--- src/rtl/bfly_pair_stage.sv ---
// bfly_pair_stage: two-stage radix-2 butterfly pair with a -j twiddle on odd samples
//   clk        rising-edge clock
//   reset_n    asynchronous active-low reset
//   start      first sample of a frame (only counts when in_valid=1)
//   in_valid   in_data carries a sample
//   in_data    4 complex lanes; lane k at [2W*k +: 2W], imag upper W, real lower W
//   out_valid  out_data carries a result (in_valid delayed 2)
//   out_start  out_data carries the first result of a frame
//   out_data   4 complex lanes: L0+L1, L0-L1, L2+L3, (L2-L3)*T
//   ovf        sticky saturation flag, cleared at each out_start
// Build option: define BFLY_SCALE_EN to halve (round half up) before saturation.
module bfly_pair_stage #(
    parameter int W         = 16,
    parameter int FRAME_LEN = 16
) (
    input  logic           clk,
    input  logic           reset_n,
    input  logic           start,
    input  logic           in_valid,
    input  logic [8*W-1:0] in_data,
    output logic           out_valid,
    output logic           out_start,
    output logic [8*W-1:0] out_data,
    output logic           ovf
);
    localparam int IW = $clog2(FRAME_LEN);

    logic [IW-1:0]   idx, cur_idx;
    logic signed [W:0] a [8];
    logic signed [W:0] p [8];
    logic signed [W:0] q [8];
    logic [8*W-1:0]  rd;
    logic [7:0]      sat;
    logic            v1, s1, rot;

    // Returns {saturated, value}; the top three bits of y must agree for y to fit in W bits.
    function automatic logic [W:0] reduce(input logic signed [W:0] x);
        logic signed [W+1:0] y;
        y = {x[W], x};
`ifdef BFLY_SCALE_EN
        y = (y + $signed((W+2)'(1))) >>> 1;
`endif
        reduce = (y[W+1:W-1] == {3{y[W+1]}}) ? {1'b0, y[W-1:0]}
                                              : {1'b1, y[W+1], {(W-1){~y[W+1]}}};
    endfunction

    // Component c is lane c/2, real when c is even; sign-extended to W+1 bits.
    genvar c;
    generate
        for (c = 0; c < 8; c++) begin : g_comp
            assign a[c] = {in_data[W*c+W-1], in_data[W*c +: W]};
            assign {sat[c], rd[W*c +: W]} = reduce(q[c]);
        end
    endgenerate

    assign cur_idx = (start && in_valid) ? '0 : idx;
    assign rot     = cur_idx[0];

    assign p[0] = a[0] + a[2];
    assign p[1] = a[1] + a[3];
    assign p[2] = a[0] - a[2];
    assign p[3] = a[1] - a[3];
    assign p[4] = a[4] + a[6];
    assign p[5] = a[5] + a[7];
    // (re + j im) * -j = im - j re
    assign p[6] = rot ? a[5] - a[7] : a[4] - a[6];
    assign p[7] = rot ? a[6] - a[4] : a[5] - a[7];

    always_ff @(posedge clk or negedge reset_n) begin
        if (!reset_n) begin
            idx       <= '0;
            v1        <= 1'b0;
            s1        <= 1'b0;
            out_valid <= 1'b0;
            out_start <= 1'b0;
            out_data  <= '0;
            ovf       <= 1'b0;
            for (int i = 0; i < 8; i++) q[i] <= '0;
        end else begin
            v1        <= in_valid;
            s1        <= start && in_valid;
            out_valid <= v1;
            out_start <= s1;
            if (in_valid) begin
                idx <= cur_idx + IW'(1);
                for (int i = 0; i < 8; i++) q[i] <= p[i];
            end
            if (v1) begin
                out_data <= rd;
                ovf      <= (s1 ? 1'b0 : ovf) | (|sat);
            end
        end
    end
endmodule

--- config.mk ---
export PLATFORM = sky130hd
export DESIGN_NAME = bfly_pair_stage
export DESIGN_NICKNAME = d
export VERILOG_FILES = /design/src/rtl/bfly_pair_stage.sv
export SDC_FILE = /design/constraint.sdc
export NUM_CORES = 1
export LEC_CHECK = 0
export BUFFER_PORTS_ARGS = -buffer_cell sky130_fd_sc_hd__buf_4
export CAP_MARGIN = 20
export CORE_MARGIN = 2
export CORE_UTILIZATION = 25
export CTS_BUF_LIST = sky130_fd_sc_hd__clkbuf_4
export CTS_CLUSTER_SIZE = 28
export DETAILED_ROUTE_END_ITERATION = 8
export HOLD_SLACK_MARGIN = 0.15
export SYNTH_ARGS = -nofsm -noshare
export SYNTH_HDL_FRONTEND = slang
export SYNTH_SLANG_ARGS = --single-unit
--- constraint.sdc ---
create_clock -name clk -period 1.6 [get_ports clk]
set_input_delay 0.16 -clock clk [delete_from_list [all_inputs] [get_ports clk]]
set_output_delay 0.16 -clock clk [all_outputs]
set_load 0.005 [all_outputs]
==> reports/qor.yml, run 1 <==
cells_and_area:
  areaGrowthSynthToFinish_pct: 60.8
  drive_above_1_share_pct: 35.5
  layout.nets: 3237
  instances_no_fill: 3936
  finish.utilization_pct: 40.5
  postLayoutCellArea_um2: 28200
  fillers: 7023
timing:
  hold_viol_final: 0
  clock_skew_ns: 0.0480
  fin_setup_tns_ns: -0.373
  fin_ws_ns: -0.144
  layout_min_cycle_time_ns: 1.74
  rsz0062_at_grt: "yes"
  slew_headroom_pct: 64.8
  hold_slack_ns: 0.0878
  worst_pin_slew_ns: 0.528
  fmax_ghz: 0.573
  setup_viol: 13
  fin_crit_sh_pct: 109
  slew_viol_final: 0
setup_path:
  path_class: "in2reg"
  reg2reg_from: "q[16]"
  crit_fanout: 3
  cp-end-kind: "register"
  arrival_ns: 2.43
  r2r_end: "out_data[115]"
  r2r_setup_slack_ns: 0.07
  cp.required_ns: 2.28
  critPathLaunchType: "primary input"
  reg2reg_depth: 5
yosys:
  yosysTopAreaCell: "dfrtp_1"
  ys_types: 82
  netlist_instances: 2085
  synth_area_leaders: "dfrtp_1 (38%), a21oi_1 (12%), ha_1 (11%), nor2_1 (7.1%), xnor2_1 (4.5%)"
  synthArstFlopShare_pct: 100
  ys_seq_area_share_pct: 38.2
  synth_top_flop_cell: "dfrtp_1"
  synthesis.area_um2: 17600
  syn_area_per_cell_um2: 8.43
  synth_top_area_share_pct: 38.2
  synth_fp_nets: 2387
  yosys_warnings: 0
  ys_seq_elements: 268
  synth-edff-count: 0
global_routing:
  grtUsageTotal_pct: 17.4
  grt_overflow: 0
  antenna_found_initial: 2
  grt_pass1_wl_um: 98400
  grt_pass1_vias: 18100
  grt_max_degree: 93
hold_path:
  min_to: "q[67]"
  hp-class: "in2reg"
  hold_start: "in_data[109]"
  min_path_cells: 6
placed_design:
  dp_slack_ns: -0.934
  dpl.hpwl_um: 47300
  place_congestion: 0.918
  place_area_um2: 24300
  dp.cells: 3552
  port_buffers: 262
detailed_routing:
  finalWirelength_um: 64100
  first_pass_iters: 5
  drt_iter0_markers: 1118
  drtAntennaViolNets: 0
  drc: 0
  post_drt_wl_per_cell_um: 16.3
  vias: 18000
  viasPerCell: 4.58
die:
  core_um2: 69800
  die_h_um: 269
  die_area_um2: 72400
  rows: 97
  io_pins: 263
  initial_core_util_pct: 25.2
  die_x_um: 269
status:
  status: "finished, violations left"
  violations: "negative setup slack"
cts:
  htree_levels: 3
  clkTransAtPathRegs_ns: 0.07
  clk_latency_ns: 0.78
  root_buffer: "clkbuf_4"
  clockBufferDepth: 3
  numCtsBuffers: 84
  tritoncts: "done"
  clock_sinks: 268
power:
  power_mw: 29.1
  p_int_mw: 18.7
  p_sw_mw: 10.5
  power_frac_comb_pct: 42.7
  pwr-share-seq_pct: 33.3
  clkPwrFrac_pct: 24.0
  switching_share_pct: 35.9
  power_density_nw_per_um2: 1030
  cellLeakagePower_nw: 13.1
  vdd_ir_drop_max_mv: 0.637
flow_run:
  drv_cap: 0
[critical path, cell delays in order]
cell and delay (ns):
buf_8 0.10, buf_6 0.11, ha_4 0.17, fa_2 0.39
nand2b_4 0.16, a21oi_4 0.17, o31ai_4 0.11, buf_12 0.14
a2111oi_4 0.32, nor2_1 0.09, xnor2_1 0.25, a211oi_2 0.11
a21o_1 0.15
[layout by cell type, fill, tap and decap left out, drive strengths merged, types with 7 or more instances in the layout]
| cell type | count |
|---|---|
| nand3 | 20 |
| xnor2 | 90 |
| a211oi | 11 |
| dlygate4sd3 | 207 |
| a21oi | 414 |
| or3 | 10 |
| mux2 | 27 |
| ha | 161 |
| buf | 685 |
| o21a | 13 |
| o21bai | 14 |
| nor4 | 12 |
| nand4 | 7 |
| nand2b | 27 |
| clkbuf | 121 |
| a21o | 25 |
| o211ai | 7 |
| nor3 | 26 |
| dfrtp | 268 |
| nor2 | 334 |
| fa | 9 |
| nor2b | 27 |
| o31ai | 10 |
| o21ai | 81 |
| nand2 | 78 |
| a31oi | 23 |
| xor2 | 11 |
| clkinv | 18 |
| inv | 158 |
[synthesized netlist by cell type, drive strengths merged, types with 3 or more instances]
cell type,instances
o31ai,10
nand2,78
nor2b,27
nor3,26
dfrtp,268
o41a,3
o22ai,4
a31oi,23
a2111oi,3
a31o,4
a21oi,414
nor2,334
nor4,12
or3,10
xnor2,90
inv,155
ha,161
o21a,13
a221o,5
o21ai,81
nand2b,27
clkbuf,109
fa,9
or2,6
o21bai,14
a221oi,5
o211ai,7
o31a,6
o41ai,3
xor2,11
mux2i,6
or4,6
o311ai,4
nand3,20
a21o,25
a211oi,11
buf,23
and3,5
nand4,7
mux2,27
[per-layer routing]
metal	GRT usage, %	part of all wire, %
met1	22.5	44
met5	0	0
met3	3.27	5.1
met4	4.82	2.0
met2	29.5	49
[registers in the layout (all words and copies together), names as in the netlist]
register / count
ovf: 1
out_valid: 1
out_data: 128
v1: 1
idx: 1
out_start: 1
s1: 1
q: 134
[area by class of cell]
type	instances	area (µm²)	area share (%)
Tap cell	940	1180	4.16
Sequential cell	268	6710	23.8
Inverter	155	749	2.65
Multi-Input combinational cell	1530	11000	38.8
Antenna cell	3	7.51	0.0266
Clock inverter	24	156	0.554
Timing Repair Buffer	896	7590	26.9
Clock buffer	120	901	3.19
[how the worst max path moves through the flow]
stage,from,to,slack [ns],depth (start not counted)
after floorplan,in_data[64],q[63],-0.58,10
after global placement,in_data[65],q[15],-0.91,11
after detailed placement,in_data[65],q[15],-0.93,11
after CTS,out_data[122],out_data[122],-0.03,1
after global routing,in_data[64],q[12],-0.11,13
final,in_data[64],q[12],-0.14,13
[timing repair]
action	in CTS	in global routing
setup endpoints to repair	28	81
hold buffers	218	8
pin swaps	0	63
endpoints found under the hold margin	405	13
gates resized for setup	25	102
cloned	0	1
setup buffers	9	19
[power groups by stage]
stage	Clock [mW]	Sequential, mW	Combinational (mW)
floorplan	0	9.56	5.45
global placement	0	9.74	11.2
detailed placement	0	9.76	11.3
CTS	7.30	9.69	12.2
global route	7.70	9.90	13.7
finish	6.98	9.69	12.4
[logic make-up (layout without fill, tap and decap cells)]
family,count (synthesis),count (layout),synth area share (%)
AOI/OAI and AO/OA,660,660,21.8
and+or+nand+nor,566,566,14.1
buffers and inverters,287,1195,6.36
DFF,268,268,38.2
adders and majority gates,170,170,12.5
xor gates and xnor gates,101,101,5.04
muxes,33,33,2.07
other,0,3,0
No activity file was read; power rests on OpenSTA's default activity.
==> inputs of run 2 (changes only) <==
--- a/config.mk
+++ b/config.mk
@@ -13,6 +13,7 @@
 export CTS_CLUSTER_SIZE = 28
 export DETAILED_ROUTE_END_ITERATION = 8
 export HOLD_SLACK_MARGIN = 0.15
+export PLACE_DENSITY_LB_ADDON = 0.12
 export SYNTH_ARGS = -nofsm -noshare
 export SYNTH_HDL_FRONTEND = slang
 export SYNTH_SLANG_ARGS = --single-unit
==> run 2 against run 1 <==
- the run ends with negative hold slack, negative setup slack left
- setup slack better by 0.054 ns
- die area stayed put
- combinational power hardly changed
- critical endpoint is now q[63]
- largest cell class unchanged
==> reports/qor.yml, run 2 (synthesis results as in run 1) <==
setup_path:
  reg2reg_from: "q[135]"
  reg2reg_depth: 5
  cp.required_ns: 2.26
  critPathLaunchType: "primary input"
  cp-end-kind: "register"
  path_class: "in2reg"
  arrival_ns: 2.35
  crit_fanout: 3
  crit_start: "in_data[96]"
placed_design:
  port_buffers: 262
  dp_slack_ns: -0.952
  dpl.hpwl_um: 51100
  place_area_um2: 24500
  dp.cells: 3581
  place_congestion: 0.878
flow_run:
  drv_cap: 0
die:
  die_h_um: 269
  rows: 97
  die_area_um2: 72400
  die_x_um: 269
  core_um2: 69800
  initial_core_util_pct: 25.2
  io_pins: 263
cts:
  clkTransAtPathRegs_ns: 0.07
  tritoncts: "done"
  root_buffer: "clkbuf_4"
  htree_levels: 3
  clock_sinks: 268
  clockBufferDepth: 3
  numCtsBuffers: 81
  clk_latency_ns: 0.81
global_routing:
  grt_pass1_wl_um: 103000
  grt_pass1_vias: 18600
  grt_max_degree: 80
  antenna_found_initial: 1
  grtUsageTotal_pct: 18.5
  grt_overflow: 0
detailed_routing:
  drc: 0
  drt_iter0_markers: 853
  viasPerCell: 4.55
  vias: 18000
  post_drt_wl_per_cell_um: 17.0
  first_pass_iters: 5
  finalWirelength_um: 67200
  drtAntennaViolNets: 0
power:
  power_density_nw_per_um2: 1020
  power_mw: 29.2
  vdd_ir_drop_max_mv: 0.532
  cellLeakagePower_nw: 13.2
status:
  violations: "negative hold slack, negative setup slack"
  status: "finished, violations left"
timing:
  rsz0062_at_grt: "yes"
  clock_skew_ns: 0.0532
  fmax_ghz: 0.592
  hold_slack_ns: -0.0170
  layout_min_cycle_time_ns: 1.69
  fin_ws_ns: -0.0896
  setup_viol: 6
  slew_viol_final: 0
  fin_crit_sh_pct: 106
  slew_headroom_pct: 63.6
  hold_viol_final: 1
  worst_pin_slew_ns: 0.545
cells_and_area:
  final_common_cell: "buf_4"
  instances_no_fill: 3962
  areaGrowthSynthToFinish_pct: 62.8
  largest_reg_flops: 134
  reg_top3: "q (134), out_data (128)"
  regMostFlops: "q"
  postLayoutCellArea_um2: 28600
  drive_above_1_share_pct: 35.6
  layout.nets: 3271
  final_cell_mix: "buf_4 (625), a21oi_1 (381), nor2_1 (324)"
hold_path:
  hold_start: "in_data[109]"
  min_path_cells: 4
  hp-class: "in2reg"
-- run 2: path summary, 6_finish.rpt --
kind	to	slack, ns
worst max-delay path	q[63]	-0.09
worst min-delay path	q[64]	-0.02
worst max register to register	out_data[6]	0.05
worst min register to register	out_start	0.38
max in group asynchronous	out_data[114]	0.45
min in group asynchronous	q[104]	0.47
-- run 2: metal layers --
layer	part of all wire [%]	global-route usage (%)	vias to the layer above
met3	4.3	3.31	104
met1	44	23.3	8624
met2	49	31.3	379
met5	0	0	-
met4	3.1	7.19	0
li1	-	-	8935
-- run 2: repair_timing --
item                                    in CTS  in global routing
resized for setup                           64                 92
hold buffers                               227                  2
setup buffers                               10                 13
gates cloned                                 0                  0
endpoints found under the setup margin      66                109
endpoints found under the hold margin      405                  4
pin swaps                                    1                 45
-- run 2: metrics by stage --
step	util, %	setup TNS [ns]
2_1_floorplan	-	-15.99
6_report	41.0	-0.181
3_5_place_dp	35.2	-58.60
3_3_place_gp	35.2	-57.60
5_1_grt	41.0	-0.607
4_1_cts	40.3	-1.13
-- run 2: worst max-delay path, cell delays in order --
cell and delay [ns]:
buf_12 0.11, ha_4 0.16, fa_2 0.33, nand2b_1 0.10, a21oi_2 0.08, o21ba_1 0.19, o41a_1 0.46, a211o_1 0.35
a31oi_2 0.17, xnor2_1 0.15, a21oi_1 0.08
-- run 2: cell type report --
class | count | area [µm²]
fill | 7167 | 41200
multi-input combinational | 1530 | 10900
timing repair buffer | 933 | 8060
sequential | 268 | 6720
tap | 940 | 1180
clock buffer | 108 | 811
inverter | 155 | 749
clock inverter | 27 | 166
antenna | 1 | 2.50
-- run 2: power breakdown --
group          switching [mW]  leakage, nW  internal (mW)
registers                1.30         3.04           8.55
clock network            3.21        0.584           3.44
logic                    6.01         9.59           6.69
total                    10.5         13.2           18.7
==> inputs of run 3 (changes only) <==
--- a/config.mk
+++ b/config.mk
@@ -14,6 +14,7 @@
 export DETAILED_ROUTE_END_ITERATION = 8
 export HOLD_SLACK_MARGIN = 0.15
 export PLACE_DENSITY_LB_ADDON = 0.12
+export REMOVE_ABC_BUFFERS = 1
 export SYNTH_ARGS = -nofsm -noshare
 export SYNTH_HDL_FRONTEND = slang
 export SYNTH_SLANG_ARGS = --single-unit
==> run 3 against run 2 <==
- the flow finishes with violations (negative setup slack)
- sequential power fell by 0.6%
- first-iteration DRC count shrank 15%
- clock skew is 0.019 ns lower
- register-to-register slack improved by 0.04 ns
- via count decreased by 1.7%
- global-route usage fell by 0.98 points
- critical path depth stayed put
- non-clock buffer count fell by 29
- clock power grew 5.7%
- utilization down 1.0 points
- sequential cell count did not move
- design area fell by 2.6%
- largest power group unchanged
==> reports/qor.yml, run 3 (synthesis results as in run 1) <==
status:
  status: "finished, violations left"
  violations: "negative setup slack"
setup_path:
  crit_path_max_incr_delay_ns: 0.39
  cp.required_ns: 2.27
  arrival_ns: 2.31
  cp_cell_sequence: "buf_12 -> buf_6 -> fa_2 -> nand2b_1 -> a21oi_2 -> o21ba_4 -> o41a_1 -> a211o_1 -> a31oi_2 -> xnor2_1 -> a21oi_1"
  slowest_stage: "fa_2"
  path_class: "in2reg"
  critPathLaunchType: "primary input"
  crit_fanout: 4
  path_delay_family: "compound AO/OA/AOI/OAI gates"
  cp-end-kind: "register"
  path_buf_inv: 2
cells_and_area:
  fillers: 7173
  layout.nets: 3241
  areaGrowthSynthToFinish_pct: 58.6
  reg_top3: "q (134), out_data (128)"
  largest_reg_flops: 134
  final_common_cell: "buf_4"
  regMostFlops: "q"
  postLayoutCellArea_um2: 27900
  drive_above_1_share_pct: 33.6
  instances_no_fill: 3933
  finish.utilization_pct: 39.9
  final_cell_mix: "buf_4 (624), a21oi_1 (392), nor2_1 (326)"
power:
  vdd_ir_drop_max_mv: 0.628
  p_sw_mw: 10.1
  cellLeakagePower_nw: 13.0
  clkPwrFrac_pct: 24.4
  p_int_mw: 18.7
  pwr-share-seq_pct: 34.0
  power_frac_comb_pct: 41.5
  switching_share_pct: 35.0
  power_density_nw_per_um2: 1030
  power_mw: 28.8
global_routing:
  grt_pass1_wl_um: 99700
  antenna_found_initial: 3
  grtUsageTotal_pct: 17.5
  grt_pass1_vias: 18300
  grt_overflow: 0
  grt_max_degree: 82
timing:
  layout_min_cycle_time_ns: 1.65
  slew_headroom_pct: 66.8
  fin_setup_tns_ns: -0.184
  fmax_ghz: 0.607
  fin_ws_ns: -0.0463
  setup_viol: 5
  worst_pin_slew_ns: 0.490
  slew_viol_final: 0
  rsz0062_at_grt: "yes"
  clock_skew_ns: 0.0339
  hold_viol_final: 0
  hold_slack_ns: 0.0428
  fin_crit_sh_pct: 103
detailed_routing:
  viasPerCell: 4.51
  drtAntennaViolNets: 0
  drt_iter0_markers: 726
  post_drt_wl_per_cell_um: 16.3
  finalWirelength_um: 64100
  vias: 17700
  drc: 0
  first_pass_iters: 5
cts:
  clockBufferDepth: 3
  clkTransAtPathRegs_ns: 0.06
  tritoncts: "done"
  root_buffer: "clkbuf_4"
  numCtsBuffers: 80
  htree_levels: 3
  clk_latency_ns: 0.81
  clock_sinks: 268
die:
  die_x_um: 269
  die_area_um2: 72400
  die_h_um: 269
  io_pins: 263
  core_um2: 69800
  rows: 97
  initial_core_util_pct: 25.2
flow_run:
  drv_cap: 0
placed_design:
  port_buffers: 262
  dpl.hpwl_um: 46600
  dp_slack_ns: -1.15
  place_area_um2: 23500
  place_congestion: 0.835
  dp.cells: 3560
hold_path:
  hp-class: "in2reg"
## run 3: final timing paths
check                             start             to  slack, ns  cells after the start
setup / recovery            in_data[65]          q[63]      -0.05                     11
max in group asynchronous       reset_n  out_data[124]       0.61                      5
hold reg to reg                      s1      out_start       0.37                      0
setup reg to reg                  q[15]  out_data[119]       0.09                      6
min in group asynchronous       reset_n   out_data[46]       0.59                      4
hold / removal             in_data[109]          q[67]       0.04                      6
## run 3: worst register-to-register path, delay by kind of cell, from the launching register on
family / cells / cell delay, ns
flip-flops: 1 / 0.38
buffers and inverters: 2 / 0.27
AND/OR/NAND/NOR: 1 / 0.20
AO/OA/AOI/OAI: 2 / 0.26
adder cells (fa/ha/maj): 1 / 0.33
## run 3: timing repair
action,CTS,global route
setup endpoints to repair,67,106
hold buffers,214,7
gates resized for setup,56,190
buffers inserted,17,15
hold endpoints to repair,405,10
pin swaps,10,79
## run 3: power by group through the flow
stage | sequential [mW] | clock (mW) | combinational, mW
6_report | 9.78 | 7.03 | 11.9
5_1_grt | 10.0 | 7.74 | 13.2
4_1_cts | 9.79 | 7.41 | 11.7
3_5_place_dp | 9.83 | 0 | 10.5
3_3_place_gp | 9.81 | 0 | 10.5
2_1_floorplan | 9.64 | 0 | 4.78
## run 3: final cells by class
class                           instances  area, µm²  share of cell area, %
Sequential cell                       268       6720                   24.1
Clock buffer                          111        833                   2.99
Timing Repair Buffer                  904       7780                   27.9
Tap cell                              940       1180                   4.22
Multi-Input combinational cell       1530      10600                   37.9
Inverter                              155        599                   2.15
Antenna cell                            1       2.50                0.00898
Clock inverter                         24        198                  0.710
## run 3: layer usage
layer  wire length, µm  track usage, %  vias to the layer above
li1                  -               -                     8899
met1             28500            22.4                     8424
met2             31500            30.1                      308
met3              2530            2.70                       98
met4              1420            5.60                        6
met5                37               0                        -
